--- src/rtl/bcd_to_bin.sv ---
// Five-digit BCD to 16-bit binary converter.
// Digits are folded in MSD-first, one per cycle, with saturation and invalid-digit flagging.
module bcd_to_bin (
    input  logic        clk,
    input  logic        rst,
    input  logic        start,
    input  logic [3:0]  D0,
    input  logic [3:0]  D1,
    input  logic [3:0]  D2,
    input  logic [3:0]  D3,
    input  logic [3:0]  D4,
    output logic [15:0] num,
    output logic        busy,
    output logic        done,
    output logic        ovf,
    output logic        err
);

    typedef enum logic [1:0] {StIdle, StConv, StDone} state_e;

    state_e      state;
    logic [3:0]  dig [5];
    logic [16:0] acc;
    logic [16:0] acc_next;
    logic [2:0]  idx;
    logic [3:0]  cur_digit;
    logic        bad_digit;

    always_comb begin
        case (idx)
            3'd0:    cur_digit = dig[0];
            3'd1:    cur_digit = dig[1];
            3'd2:    cur_digit = dig[2];
            3'd3:    cur_digit = dig[3];
            3'd4:    cur_digit = dig[4];
            default: cur_digit = 4'd0;
        endcase
        bad_digit = 1'b0;
        for (int i = 0; i < 5; i++) begin
            if (dig[i] > 4'd9) bad_digit = 1'b1;
        end
    end

    // 17 bits holds 99999, so valid digits never wrap; invalid ones are discarded by err anyway.
    assign acc_next = (acc << 3) + (acc << 1) + {13'd0, cur_digit};

    always_ff @(posedge clk) begin
        if (rst) begin
            state <= StIdle;
            num   <= 16'd0;
            busy  <= 1'b0;
            done  <= 1'b0;
            ovf   <= 1'b0;
            err   <= 1'b0;
            acc   <= 17'd0;
            idx   <= 3'd0;
            for (int i = 0; i < 5; i++) dig[i] <= 4'd0;
        end else begin
            case (state)
                StIdle: begin
                    if (start) begin
                        dig[0] <= D0;
                        dig[1] <= D1;
                        dig[2] <= D2;
                        dig[3] <= D3;
                        dig[4] <= D4;
                        acc    <= 17'd0;
                        ovf    <= 1'b0;
                        err    <= 1'b0;
                        idx    <= 3'd4;
                        busy   <= 1'b1;
                        state  <= StConv;
                    end
                end
                StConv: begin
                    acc <= acc_next;
                    if (idx == 3'd0) begin
                        state <= StDone;
                        busy  <= 1'b0;
                        done  <= 1'b1;
                        if (bad_digit) begin
                            num <= 16'h0000;
                            err <= 1'b1;
                        end else if (acc_next > 17'd65535) begin
                            num <= 16'hFFFF;
                            ovf <= 1'b1;
                        end else begin
                            num <= acc_next[15:0];
                        end
                    end else begin
                        idx <= idx - 3'd1;
                    end
                end
                StDone: begin
                    done  <= 1'b0;
                    state <= StIdle;
                end
                default: state <= StIdle;
            endcase
        end
    end

endmodule

--- config.mk ---
export PLATFORM = sky130hd
export DESIGN_NAME = bcd_to_bin
export DESIGN_NICKNAME = d
export VERILOG_FILES = /design/src/rtl/bcd_to_bin.sv
export SDC_FILE = /design/constraint.sdc
export NUM_CORES = 1
export LEC_CHECK = 0
export CORE_ASPECT_RATIO = 0.8
export CORE_MARGIN = 2
export CORE_UTILIZATION = 40
export DETAILED_ROUTE_END_ITERATION = 12
export MAX_ROUTING_LAYER = met4
export PLACE_DENSITY_LB_ADDON = 0.08
export REMOVE_ABC_BUFFERS = 1
export SYNTH_ARGS = -nofsm -noshare
export SYNTH_HDL_FRONTEND = slang
export SYNTH_SLANG_ARGS = --single-unit
--- constraint.sdc ---
create_clock -name clk -period 4.4 [get_ports clk]
set_clock_uncertainty 0.15 [all_clocks]
set_input_delay 0.88 -clock clk [delete_from_list [all_inputs] [get_ports clk]]
set_output_delay 0.88 -clock clk [all_outputs]
set_load 0.05 [all_outputs]
==> impl_metrics.tcl <==
set metrics [dict create \
    outcome "complete, no violations" \
    regArea_sq_mm 0.001421 \
    cts_tree "built" \
    ctsHoldBuffers 0 \
    synth_common_cells "41 x dfxtp_1, 33 x ha_1, 29 x a22oi_1, 29 x nand2_1, 25 x a21oi_1" \
    via_per_inst 5.440 \
    drtIter0Drc 149 \
    synth_most_common_cell "dfxtp_1" \
    die_area_sq_mm 0.009443 \
    crit_type "reg2reg" \
    fp.dieW_um 108.1 \
    drv_cap 0 \
    yosysTopAreaCellShare 0.2365 \
    post-place-ws_ns 0.2879 \
    antenna_cells 0 \
    ios 43 \
    grt_max_degree 24 \
    dp_hpwl_um 6173 \
    synth_warnings 0 \
    rsz0062_at_grt "false" \
    ant_nets 0 \
    yosys.area.top_type "dfxtp_1" \
    syn-cell-area_sq_mm 0.003471 \
    fillers 802 \
    synthArstFlopShare 0 \
    cts_root_buf "clkbuf_8" \
    drtPass1Iterations 5 \
    worstHoldPathType "reg2reg" \
    grt_pass1_wl_um 13860 \
    wl_um 8430 \
    finalNonFillerCells 521 \
    cts_sinks 61 \
    yosys.cell_types.count 52 \
    synth-edff-count 20 \
    yosysSeqAreaShare 0.4095 \
    place_congestion 0.8815 \
    cts_buffers 9 \
    clockBufferDepth 2 \
    coreArea_sq_mm 0.008446 \
    syn_area_per_cell_sq_um 9.641 \
    worst_slew_pin_slew_ns 0.9961 \
    drive_above_1_share 0.08802 \
    period_minus_slack_ns 4.082 \
    finalWorstSetupSlack_ns 0.3178 \
    die_h_um 87.32 \
    floorplan.initialDensity 0.4110 \
    hold_viol_final 0 \
    areaGrowthSynthToFinish_pct 20.80 \
    port_buffers 42 \
    cts.clk_slew.worst_paths_ns 0.07 \
    antenna_found_initial 0 \
    crit_arrival_ns 4.12 \
    power_density_mw_per_mm2 325.4 \
    htreeDepth 3 \
    cp-start-kind "flip-flop" \
    grt.overflow.total 0 \
    vias 2834 \
    finalSetupTns_ns 0 \
    syn_inst 360 \
    worstSkewPairLatency_ns 0.34 \
    multi_input_area_sq_mm 0.001942 \
    synth_area_leaders "dfxtp_1 24%, edfxtp_1 17%, ha_1 12%" \
    place_inst 505 \
    slew_headroom 0.3345 \
    synth_top_flop_cell "dfxtp_1" \
    slew_viol_final 0 \
    end_kind "flip-flop" \
    wl_per_cell_um 16.18 \
    ir_drop_uv 156.8 \
    synth-seq-cells 61 \
    nNetsFinal 462 \
    drc 0 \
    grtUsageTotal 0.1983 \
    required_ns 4.43 \
    setup_viol 0 \
    p_leak_nw 1.794 \
    rrSetupSlack_ns 0.32 \
    cp_max_fo 15 \
    grt_pass1_vias 2602 \
    rows 30 \
    max_freq_mhz 245.0 \
    finalCritPeriodShare 0.9278 \
]
[repair_timing]
action / 4_1_cts / 5_1_grt
gates resized for setup: 0 / 0
buffers inserted: 0 / 0
endpoints found under the setup margin: 0 / 4
[layer usage]
metal | vias to the layer above | global-route usage | wire, um | share of wire
li1 | 1419 | - | - | -
met1 | 1332 | 0.3105 | 4710 | 0.56
met2 | 74 | 0.2493 | 3206 | 0.38
met3 | 9 | 0.04039 | 416 | 0.049
met4 | 0 | 0.05594 | 95 | 0.011
met5 | - | - | 0 | 0
[critical path: stages (launching register included)]
cell and delay [ns]:
dfxtp_1 0.42, inv_1 0.12, ha_1 0.26, a22oi_1 0.17, a21oi_1 0.08, a31oi_1 0.20, fa_1 0.49, fa_1 0.46
and2b_1 0.22, o2111ai_1 0.22, nand3_2 0.19, a2111oi_4 0.10, o31ai_4 0.65, o21ai_0 0.18
[layout make-up]
type	count	share of cell area
multi-input cells	273	0.4631
flip-flops and latches	61	0.3390
repair buffers	48	0.1110
well taps	112	0.03342
clock buffers	10	0.03044
clock inverters	6	0.01313
inverters	11	0.009848
[report_power, final]
group,internal (W),switching (W),total [W]
combinational,0.0000965,0.000144,0.000240
sequential,0.000619,0.0000285,0.000647
clock,0.000256,0.000221,0.000477
[state kept, by name, indices dropped and copies added, names as in the netlist]
name	count
idx	3
busy	1
state	2
num	16
err	1
done	1
ovf	1
acc	16
dig	20
[through the flow]
stage                     power [W]  hold WS [ns]  instance area [sq um]    util
after global placement    0.0009004        0.2957                   4010  0.4748
after global routing       0.001427        0.3432                   4193  0.4964
after detailed placement  0.0008975        0.3060                   4010  0.4748
after CTS                  0.001375        0.3215                   4193  0.4964
final                      0.001364        0.3178                   4193  0.4964
after floorplan           0.0007995        0.2795                   3405       -
[cell families after synthesis]
group,share of synthesized area
fa+ha+maj,0.1305
simple gates,0.1820
xor+xnor,0.02163
buf+inv,0.03100
flops,0.4095
compound gates,0.2253
[path summary, 6_finish.rpt]
| check | to | depth (start not counted) | from |
|---|---|---|---|
| setup reg to reg | ovf$_SDFFE_PP0P_ | 13 | idx[0]$_SDFFE_PP0P_ |
| hold / removal | acc[14]$_SDFFE_PP0P_ | 2 | acc[14]$_SDFFE_PP0P_ |
| hold reg to reg | acc[14]$_SDFFE_PP0P_ | 2 | acc[14]$_SDFFE_PP0P_ |
| setup / recovery | ovf$_SDFFE_PP0P_ | 13 | idx[0]$_SDFFE_PP0P_ |
[cell usage in the layout (no fill, tap or decap), drive strengths merged, types with 11 or more instances in the layout]
cell,synthesis,layout
clkdlybuf4s50,0,42
dfxtp,41,41
and2,23,23
o21ai,16,16
nor2,24,24
a22oi,29,29
edfxtp,20,20
a21oi,27,27
ha,33,33
nand2,31,31
inv,11,11
Note: power is estimated with default switching activity, not from simulation.
